`src/rtl/ram_fake_pkg.sv`:
```
// Shared constants and helpers for the stand-in multi-port memory:
// scrambler step, write-strobe population count and saturating counter increment.
package ram_fake_pkg;

  localparam int CMaxDataLen = 1024;
  localparam logic [31:0] CSeedDflt = 32'h1;

  typedef logic [CMaxDataLen-1:0] scr_vec_t;

  // Callers zero-extend their state and truncate the result back to their
  // own width; the bit shifted past the top of the narrow state is discarded.
  function automatic scr_vec_t ScrStep(input scr_vec_t state, input logic fb);
    return state ^ {state[CMaxDataLen-2:0], fb};
  endfunction

  function automatic logic [2:0] PopCnt(input logic [3:0] vec);
    logic [2:0] cnt;
    cnt = '0;
    for (int i = 0; i < 4; i++) cnt = cnt + 3'(vec[i]);
    return cnt;
  endfunction

  function automatic logic [31:0] SatInc(input logic [31:0] cnt, input logic [2:0] inc);
    logic [32:0] sum;
    sum = {1'b0, cnt} + 33'(inc);
    return sum[32] ? '1 : sum[31:0];
  endfunction

endpackage

```
`src/rtl/ram_fake_lane.sv`:
```
// One port of the fake memory: traffic-driven scrambler plus the read pipeline
// that returns scrambler snapshots after a fixed number of enabled cycles.
module ram_fake_lane
  import ram_fake_pkg::*;
#(
  parameter int CAddrLen = 13,
  parameter int CDataLen = 128,
  parameter int CRdLat = 1,
  parameter logic [CDataLen-1:0] CSeedLane = 1
) (
  input  logic                clk,
  input  logic                srst,
  input  logic                en,
  input  logic [CAddrLen-1:0] addr,
  input  logic [CDataLen-1:0] mosi,
  input  logic                wr_en,
  input  logic                rd_en,
  output logic [CDataLen-1:0] miso,
  output logic                rd_vld
);

  logic [CDataLen-1:0] scr_reg;
  logic [CDataLen-1:0] scr_next;
  logic                fb;
  logic [CDataLen-1:0] pipe_data_reg [CRdLat];
  logic                pipe_vld_reg  [CRdLat];

  assign fb       = ^{addr, mosi, wr_en, rd_en};
  assign scr_next = CDataLen'(ScrStep(scr_vec_t'(scr_reg), fb));

  // Stage data is cleared on empty slots so the last stage can drive miso directly.
  always_ff @(posedge clk) begin
    if (srst) begin
      scr_reg <= CSeedLane;
      for (int i = 0; i < CRdLat; i++) begin
        pipe_data_reg[i] <= '0;
        pipe_vld_reg[i]  <= 1'b0;
      end
    end else if (en) begin
      scr_reg          <= scr_next;
      pipe_vld_reg[0]  <= rd_en;
      pipe_data_reg[0] <= rd_en ? scr_reg : '0;
      for (int i = 1; i < CRdLat; i++) begin
        pipe_vld_reg[i]  <= pipe_vld_reg[i-1];
        pipe_data_reg[i] <= pipe_data_reg[i-1];
      end
    end
  end

  assign miso   = pipe_data_reg[CRdLat-1];
  assign rd_vld = pipe_vld_reg[CRdLat-1];

endmodule

```
`src/rtl/ram_fake_mx.sv`:
```
// Multi-port stand-in memory: independent scrambler lanes for read data,
// plus a saturating write counter and a write-data signature.
module ram_fake_mx
  import ram_fake_pkg::*;
#(
  parameter int CAddrLen = 13,
  parameter int CDataLen = 128,
  parameter int CPortCnt = 2,
  parameter int CRdLat = 1,
  parameter logic [CDataLen-1:0] CSeed = CDataLen'(CSeedDflt)
) (
  input  logic                         AClkH,
  input  logic                         AResetH,
  input  logic                         AClkHEn,
  input  logic [CPortCnt*CAddrLen-1:0] AAddr,
  input  logic [CPortCnt*CDataLen-1:0] AMosi,
  input  logic [CPortCnt-1:0]          AWrEn,
  input  logic [CPortCnt-1:0]          ARdEn,
  output logic [CPortCnt*CDataLen-1:0] AMiso,
  output logic [CPortCnt-1:0]          ARdVld,
  output logic [31:0]                  AWrCnt,
  output logic [CDataLen-1:0]          ASig
);

  logic [31:0]         wr_cnt_reg;
  logic [CDataLen-1:0] sig_reg;
  logic [CDataLen-1:0] sig_mix;

  for (genvar gi = 0; gi < CPortCnt; gi++) begin : g_lane
    ram_fake_lane #(
      .CAddrLen (CAddrLen),
      .CDataLen (CDataLen),
      .CRdLat   (CRdLat),
      .CSeedLane(CSeed ^ CDataLen'(gi))
    ) u_lane (
      .clk   (AClkH),
      .srst  (AResetH),
      .en    (AClkHEn),
      .addr  (AAddr[gi*CAddrLen +: CAddrLen]),
      .mosi  (AMosi[gi*CDataLen +: CDataLen]),
      .wr_en (AWrEn[gi]),
      .rd_en (ARdEn[gi]),
      .miso  (AMiso[gi*CDataLen +: CDataLen]),
      .rd_vld(ARdVld[gi])
    );
  end

  always_comb begin
    sig_mix = '0;
    for (int p = 0; p < CPortCnt; p++)
      if (AWrEn[p]) sig_mix = sig_mix ^ AMosi[p*CDataLen +: CDataLen];
  end

  always_ff @(posedge AClkH) begin
    if (AResetH) begin
      wr_cnt_reg <= '0;
      sig_reg    <= '0;
    end else if (AClkHEn) begin
      wr_cnt_reg <= SatInc(wr_cnt_reg, PopCnt(4'(AWrEn)));
      if (|AWrEn) sig_reg <= {sig_reg[CDataLen-2:0], sig_reg[CDataLen-1]} ^ sig_mix;
    end
  end

  assign AWrCnt = wr_cnt_reg;
  assign ASig   = sig_reg;

endmodule

```
`config.mk`:
```
export PLATFORM = sky130hd
export DESIGN_NAME = ram_fake_mx
export DESIGN_NICKNAME = d
export VERILOG_FILES = /design/src/rtl/ram_fake_pkg.sv /design/src/rtl/ram_fake_lane.sv /design/src/rtl/ram_fake_mx.sv
export SDC_FILE = /design/constraint.sdc
export NUM_CORES = 1
export LEC_CHECK = 0
export BUFFER_PORTS_ARGS = -buffer_cell sky130_fd_sc_hd__buf_4
export CAP_MARGIN = 20
export CORE_AREA = 3 3 274 276
export DETAILED_ROUTE_END_ITERATION = 8
export DIE_AREA = 0 0 277 279
export PLACE_DENSITY = 0.71
export SLEW_MARGIN = 20
export SYNTH_ARGS = -nofsm -noshare
export SYNTH_HDL_FRONTEND = slang
export SYNTH_HIERARCHICAL = 1
export SYNTH_SLANG_ARGS = --single-unit
export TNS_END_PERCENT = 5
```
`constraint.sdc`:
```
create_clock -name AClkH -period 12.6 [get_ports AClkH]
set_input_delay 3.78 -clock AClkH [delete_from_list [all_inputs] [get_ports AClkH]]
set_output_delay 3.78 -clock AClkH [all_outputs]
set_load 0.02 [all_outputs]
```
* Word level (Yosys, flattened, before mapping)
Memory sizes are Yosys's and may differ from the RTL's. Cells that the tools add are included.
Storage, ports and cells: register bits 416, latch bits 0, bits in writable memories 258, ROM bits 0, output and inout bits 418, logic and storage cells 40, memories 4
Operators by class: add/sub/neg operators 2, multipliers 0, div/mod/pow operators 0, order comparisons 0, eq/ne operators 0, shift-type cells 0, multiplexer cells 18, bitwise gates (word level) 4, reduce and logical (&&, ||, !) cells 8
Memory list:
- g_lane[0].u_lane.pipe_data_reg | words 1, bits a word 128, rd ports 1, clocked after Yosys merged registers in 0, write ports 1, line ram_fake_lane.sv:25 | logic [CDataLen-1:0] pipe_data_reg [CRdLat];
- g_lane[1].u_lane.pipe_data_reg | words 1, bits a word 128, rd ports 1, clocked after Yosys merged registers in 0, write ports 1, line ram_fake_lane.sv:25
- g_lane[0].u_lane.pipe_vld_reg | words 1, bits a word 1, rd ports 1, clocked after Yosys merged registers in 0, write ports 1, line ram_fake_lane.sv:26 | logic pipe_vld_reg [CRdLat];
- g_lane[1].u_lane.pipe_vld_reg | words 1, bits a word 1, rd ports 1, clocked after Yosys merged registers in 0, write ports 1, line ram_fake_lane.sv:26
Operators with widths (count):
- $mux W128 | 6
- $xor A128 B128 Y128 | 4
- $reduce_xor A143 Y1 | 2
- $reduce_or A128 Y1 | 2
- $add A32 B2 Y33 | 1
- $mux W32 | 1
- $mux W1 | 11
- $add A1 B1 Y2 | 1
- $reduce_and A2 Y1 | 1
- $reduce_or A1 Y1 | 2
- $reduce_or A2 Y1 | 1

* Logic depth before layout (Yosys ltp)
Gate-level depths: netlist of run 1.
depth in word-level cells 5, mapped depth 14, gate-level depth less buffers 9

* Hierarchy
Netlist of run 1, hierarchy kept.
Modules (own cells, without submodules):
- ram_fake_lane (g_lane[1].u_lane) | times used 1, cells an instance 956, area each 10761.6 µm²
- ram_fake_lane (g_lane[0].u_lane) | times used 1, cells an instance 957, area each 10756.6 µm²
- ram_fake_mx | times used 1, cells an instance 1274, area each 9283.9 µm²

* Worst setup path after synthesis of run 1
No wires, ideal clock.
kind input -> register, start in AClkHEn, end mem g_lane[0].u_lane.pipe_data_reg[0][0], enable pin, setup time 0.498 ns, arrival 7.349 ns, setup slack 4.754 ns, stages 4, path buffers 3, cell sequence clkbuf_1 -> clkbuf_1 -> buf_1 -> or2_1
Between the ends: cells in the longest elaborated chain, start to end 5
RTL lines:
- start, declared | line ram_fake_mx.sv:14 | input logic AClkHEn,
- $mux W1 * | line ram_fake_lane.sv:39 | end else if (en) begin
- $mux W1 * | line ram_fake_lane.sv:33 | if (srst) begin
- $mux W1 * | line ram_fake_lane.sv:42 | pipe_data_reg[0] <= rd_en ? scr_reg : '0;
- $reduce_or A128 Y1 (no source line)
- $mux W1 (no source line) *
- end, declared | line ram_fake_lane.sv:25
Mark *: on every way between the ends. The rest lies on a longest branch, timed or not.

* Worst setup path after layout of run 1
Ends and elaborated chain as after synthesis.

==> reports/qor.csv, run 1 <==
metric;value;unit
status;completed;
die_x;277;µm
max_freq;0.149;GHz
synth_seq_cells;674;
max_slew_margin;26.1;%
drtIter0Drc;1418;
wire_per_inst;19.2;µm
critPathMaxStageDelay;0.92;ns
hp-class;reg2reg;
dp_cells;4702;
antenna_found_initial;3;
ys_seq_area_share;52.2;%
cp_top_family;buffers and inverters;
area_growth;27.5;%
grt.total_usage;23.2;%
gp_congestion;0.912;
synth_edf_count;258;
first_pass_iters;5;
grt_start_max_net_pins;131;
maxCapViolCount;0;
nets;4109;
postRouteAntennaNets;0;
combPwrFrac;19.6;%
min_path_cells;2;
path_buf_inv;3;
cts_tree;built;
die_area;0.0773;mm²
synth_cells;3187;
min-delay-start;ASig[26]$_SDFFE_PP0P_;
synth_area;0.0308;mm²
rsz0062_at_grt;no;
worstPathRequired;12.80;ns
ctsResizeCount;0;
ys_warn_count;6;
pin_count;707;
setup-violations-final;0;
end_kind;flip-flop;
rr_startpoint;AWrCnt[0]$_SDFFE_PP0P_;
yosysUniqueCellTypes;45;
critPathLaunchType;primary input;
p_leak;15.8;nW
fin_crit_sh;53.1;%
fin_cells;4838;
fin_skew;0.0467;ns
viasPerCell;4.77;
core-area;0.0728;mm²
hold_slack;0.479;ns
cts_setup_buffers;0;
power.switching;1.56;mW
async_flop_share;0;%
drive_gt1_share;22.4;%
wl;92900;µm
initial_utilization;42.3;%
cts_sinks;674;
holdBufCountCts;0;
timing.final.crit_period;6.70;ns
swShare;27.7;%
overflow;0;
cpMostUsedCell;buf_4;
cts_buffers;72;
clk_pin_slew;0.06;ns
vias;23100;
crit_chain;clkbuf_8, buf_4, or2_4, buf_4;
p_int;4.08;mW
drc;0;
dpl.hpwl;68600;µm
grt_pass1_wl;138000;µm
htree_levels;3;
seqPwrFrac;42.7;%
power.density;144;mW/mm²
vdd_ir_drop_max;0.105;mV
rrSetupSlack;9.88;ns
die_h;279;µm
worstSetupPathType;in2reg;
slew_viol_final;0;
worstPathArrival;6.89;ns
crit_slowest_cell;buf_4;
row_count;99;
hold_end;ASig[26]$_SDFFE_PP0P_;
r2r_end;AWrCnt[16]$_SDFFE_PP0P_;
hold_viol;0;
port_buffers;706;
tightest_slew;1.11;ns
grt_pass1_vias;22700;
reg2regPathDepth;9;
critPathMaxFanout;100;
worstSkewPairLatency;0.62;ns
synth_fp_nets;3478;
clockBufferDepth;3;
clock-root-buffer;clkbuf_16;
fin_tns_setup;0;ns
synth_ff_type;dfxtp_1;
syn_avg_cell_area;9.66;µm²
clkPwrFrac;37.7;%
==> cell families (layout without fill, tap and decap cells) <==
kind of cell / Yosys count / count (layout) / share of synthesized area, %
adder cells (fa/ha/maj): 2 / 2 / 0.106
flip-flops: 674 / 674 / 52.2
AO/OA/AOI/OAI: 169 / 169 / 3.07
buffers and inverters: 176 / 865 / 2.23
multiplexers: 1 / 1 / 0.0325
other: 0 / 3 / 0
XOR/XNOR: 815 / 815 / 23.3
AND/OR/NAND/NOR: 1350 / 1350 / 19.0
==> Yosys cell counts, drive strengths merged, types with 2 or more instances <==
master / count / area, µm²
and3: 7 / 43.8
or3: 3 / 18.8
and2: 256 / 1600
xor2: 302 / 2650
nand4: 9 / 62.6
a21oi: 158 / 866
nor2: 267 / 1000
xnor3: 2 / 45.0
nand3: 12 / 70.1
clkbuf: 149 / 559
and4: 3 / 26.3
edfxtp: 258 / 7750
buf: 19 / 96.3
nor4: 4 / 25.0
nand2: 776 / 2920
o21ai: 3 / 15.0
dfxtp: 416 / 8330
or2: 2 / 12.5
xnor2: 511 / 4500
nor3: 7 / 46.3
inv: 8 / 30.0
a211oi: 4 / 35.0
==> worst max-delay path by stage <==
stage / start / end / cells after the start
after floorplan: AClkHEn / g_lane[0].u_lane/pipe_data_reg[0][0]$_SDFFCE_PN0P_ / 4
after global placement: AResetH / g_lane[0].u_lane/pipe_data_reg[0][0]$_SDFFCE_PN0P_ / 5
after detailed placement: AResetH / g_lane[0].u_lane/pipe_data_reg[0][0]$_SDFFCE_PN0P_ / 5
after CTS: AResetH / g_lane[0].u_lane/pipe_data_reg[0][0]$_SDFFCE_PN0P_ / 5
after global routing: AClkHEn / g_lane[0].u_lane/pipe_data_reg[0][0]$_SDFFCE_PN0P_ / 4
final: AClkHEn / g_lane[0].u_lane/pipe_data_reg[0][0]$_SDFFCE_PN0P_ / 4
==> power by group through the flow <==
stage          combinational (mW)  clock, mW  sequential (mW)
2_1_floorplan               0.635          0             2.53
3_3_place_gp                 1.11          0             2.46
3_5_place_dp                 1.11          0             2.46
4_1_cts                      1.12       2.18             2.41
5_1_grt                      1.19       2.27             2.42
6_report                     1.10       2.13             2.41
==> worst reg2reg max path, stage by stage, from the launching register on <==
cell and delay (ns):
dfxtp_1 0.38, inv_1 0.07, fa_1 0.37, inv_1 0.07
ha_1 0.18, nand3_2 0.12, or3_1 0.50, nor3_4 0.40
nand2_4 0.33, a21oi_1 0.24
==> routing by layer <==
metal / track usage [%] / up-vias / wire [µm] / share of wire (%)
li1: - / 11300 / - / -
met1: 27.6 / 10900 / 36400 / 39
met2: 40.5 / 748 / 46300 / 50
met3: 3.95 / 186 / 5290 / 5.7
met4: 12.0 / 0 / 4940 / 5.3
met5: 0 / - / 0 / 0
==> cell usage in the layout (no fill, tap or decap), types with 2 or more instances in the layout <==
master / instances
inv_6: 2
or3_1: 3
nor2_4: 2
clkbuf_16: 73
nor4_1: 4
and2_1: 256
nand4_1: 8
nand3_1: 10
or2_4: 2
clkbuf_8: 13
bufinv_16: 3
nor2_1: 265
xor2_1: 302
inv_16: 2
a211oi_1: 3
buf_4: 722
a21oi_2: 20
clkbuf_1: 16
nor3_1: 6
diode_2: 3
clkinv_1: 8
nand2_1: 775
clkinv_2: 10
a21oi_1: 138
dfxtp_1: 416
o21ai_0: 2
inv_1: 8
edfxtp_1: 258
clkinv_16: 4
and4_1: 3
and3_1: 7
xnor3_1: 2
xnor2_1: 509
nand3_2: 2
==> through the flow <==
stage	utilization (%)	instance area, µm²	power, mW	setup slack (ns)
after floorplan	-	30800	3.16	4.75
after global placement	50.6	36800	3.56	5.30
after detailed placement	50.6	36800	3.57	5.28
after CTS	53.9	39300	5.71	5.91
after global routing	53.9	39300	5.87	5.66
final	53.9	39300	5.64	5.90
==> final cells by class <==
| class | instances | area [µm²] |
|---|---|---|
| Fill cell | 6562 | 33500 |
| Sequential cell | 674 | 16100 |
| Multi-Input combinational cell | 2337 | 14100 |
| Timing Repair Buffer | 725 | 5480 |
| Clock buffer | 101 | 2050 |
| Tap cell | 959 | 1200 |
| Clock inverter | 31 | 364 |
| Inverter | 8 | 30.0 |
| Antenna cell | 3 | 7.51 |
(Power assumes the default switching activity.)
==> run 2: changes to the inputs <==
clock period = 6.7 ns   (was 12.6 ns; I/O delays follow)
==> run 2 against run 1 <==
Compared with the run above: non-clock buffer count increased by 1; utilization increased by 0.086 points; clock power is 91% higher; worst hold slack better by 0.0025 ns; count of clock-buffer cells in the layout is 1 higher; final area grew 0.16%; register-to-register slack worse by 6.0 ns; cell count is essentially flat; largest power group unchanged.
==> reports/qor.csv, run 2 (synthesis results as in run 1) <==
metric;value;unit;change
ctsResizeCount;0;;unchanged
hold_slack;0.481;ns;was 0.479 ns
dpl.hpwl;68600;µm;about the same
antenna_found_initial;4;;was 3
wl;92900;µm;about the same
die_h;279;µm;unchanged
timing.final.crit_period;4.38;ns;
drc;0;;unchanged
htree_levels;3;;unchanged
setup-violations-final;0;;unchanged
multi_input_area;0.0141;mm²;unchanged
initial_utilization;42.3;%;unchanged
worstPathArrival;4.90;ns;was 6.89 ns
p_leak;15.9;nW;was 15.8 nW
viasPerCell;4.74;;was 4.77
vdd_ir_drop_max;0.198;mV;was 0.105 mV
cts_buffers;74;;was 72
status;completed;;unchanged
postRouteAntennaNets;0;;unchanged
final_area;0.0393;mm²;about the same
gp_congestion;0.919;;was 0.912
final_common_cell;nand2_1;;unchanged
hold_viol;0;;unchanged
pin_count;707;;unchanged
dpl_cell_area;0.0369;mm²;was 0.0368 mm²
fillerInstances;6501;;was 6562
drive_gt1_share;22.4;%;about the same
cts_tree;built;;unchanged
wire_per_inst;19.2;µm;about the same
cts_sinks;674;;unchanged
max_slew_margin;27.5;%;was 26.1%
fin_skew;0.0262;ns;was 0.0467 ns
critPathLaunchType;primary input;;unchanged
tightest_slew;1.09;ns;was 1.11 ns
nets;4112;;was 4109
maxCapViolCount;0;;unchanged
end_kind;flip-flop;;unchanged
worstPathRequired;7.22;ns;was 12.80 ns
core-area;0.0728;mm²;unchanged
cts_setup_buffers;0;;unchanged
worstSetupPathType;in2reg;;unchanged
seqCellArea;0.0161;mm²;unchanged
critPathMaxFanout;28;;was 100
worstSkewPairLatency;0.61;ns;was 0.62 ns
clk_pin_slew;0.06;ns;about the same
slew_viol_final;0;;unchanged
clockBufferDepth;3;;unchanged
area_growth;27.7;%;was 27.5%
port_buffers;706;;unchanged
grt_start_max_net_pins;194;;was 131
clock-root-buffer;clkbuf_16;;unchanged
final_cell_mix;nand2_1, buf_4, xnor2_1;;unchanged
fin_cells;4842;;was 4838
power.density;272;mW/mm²;was 144 mW/mm²
vias;23000;;was 23100
holdBufCountCts;0;;unchanged
drtIter0Drc;1435;;was 1418
fin_tns_setup;0;ns;unchanged
dp_cells;4704;;was 4702
total_power;10.7;mW;was 5.64 mW
first_pass_iters;5;;unchanged
overflow;0;;unchanged
grt_pass1_vias;22600;;was 22700
max_freq;0.228;GHz;
row_count;99;;unchanged
hp-class;reg2reg;;unchanged
grt_pass1_wl;138000;µm;about the same
rsz0062_at_grt;no;;unchanged
die_area;0.0773;mm²;unchanged
grt.total_usage;23.3;%;was 23.2%
die_x;277;µm;unchanged
fin_crit_sh;65.4;%;
run 2: cell count changes in the layout (fill, tap and decap cells not counted), sizes merged:
cell / before / now
bufinv: 3 / 5
inv: 12 / 10
clkbuf: 102 / 103
buf: 724 / 725
clkinv: 23 / 25
run 2: final timing paths:
| kind | endpoint | slack (ns) | cells past startpoint | from |
|---|---|---|---|---|
| setup reg to reg | AWrCnt[15]$_SDFFE_PP0P_ | 3.86 | 9 | AWrCnt[0]$_SDFFE_PP0P_ |
| hold reg to reg | ASig[42]$_SDFFE_PP0P_ | 0.48 | 2 | ASig[42]$_SDFFE_PP0P_ |
| setup / recovery | AWrCnt[15]$_SDFFE_PP0P_ | 2.32 | 10 | AWrEn[0] |
| hold / removal | ASig[42]$_SDFFE_PP0P_ | 0.48 | 2 | ASig[42]$_SDFFE_PP0P_ |
run 2: through the flow:
step,worst slack (ns),util (%)
2_1_floorplan,0.624,-
3_3_place_gp,1.73,50.6
3_5_place_dp,1.71,50.6
4_1_cts,2.36,54.0
5_1_grt,2.15,54.0
6_report,2.32,54.0
run 2: final cells by class:
class	count	share of cell area (%)
clock inverters	33	0.992
inverters	8	0.0763
flip-flops and latches	674	40.9
repair buffers	726	14.0
well taps	959	3.05
clock buffers	102	5.23
multi-input cells	2337	35.8
diodes	3	0.0191
run 2: metal layers:
layer	GRT usage, %	share of wire, %
met3	4.69	6.2
met4	10.3	4.4
met5	0	0.022
met2	41.3	51
met1	27.3	39
run 2: power by group:
part	total (mW)	leakage, nW	switching, mW	internal [mW]
logic	2.09	8.47	1.12	0.977
clock network	4.07	1.20	1.69	2.37
registers	4.52	6.20	0.123	4.40
total	10.7	15.9	2.93	7.75
run 2: worst max-delay path: stages:
cell	delay (ns)
buf_4	0.41
inv_1	0.13
fa_1	0.48
inv_1	0.08
ha_1	0.17
nand3_2	0.12
or3_1	0.49
nor3_4	0.40
nand2_4	0.33
a21oi_2	0.23
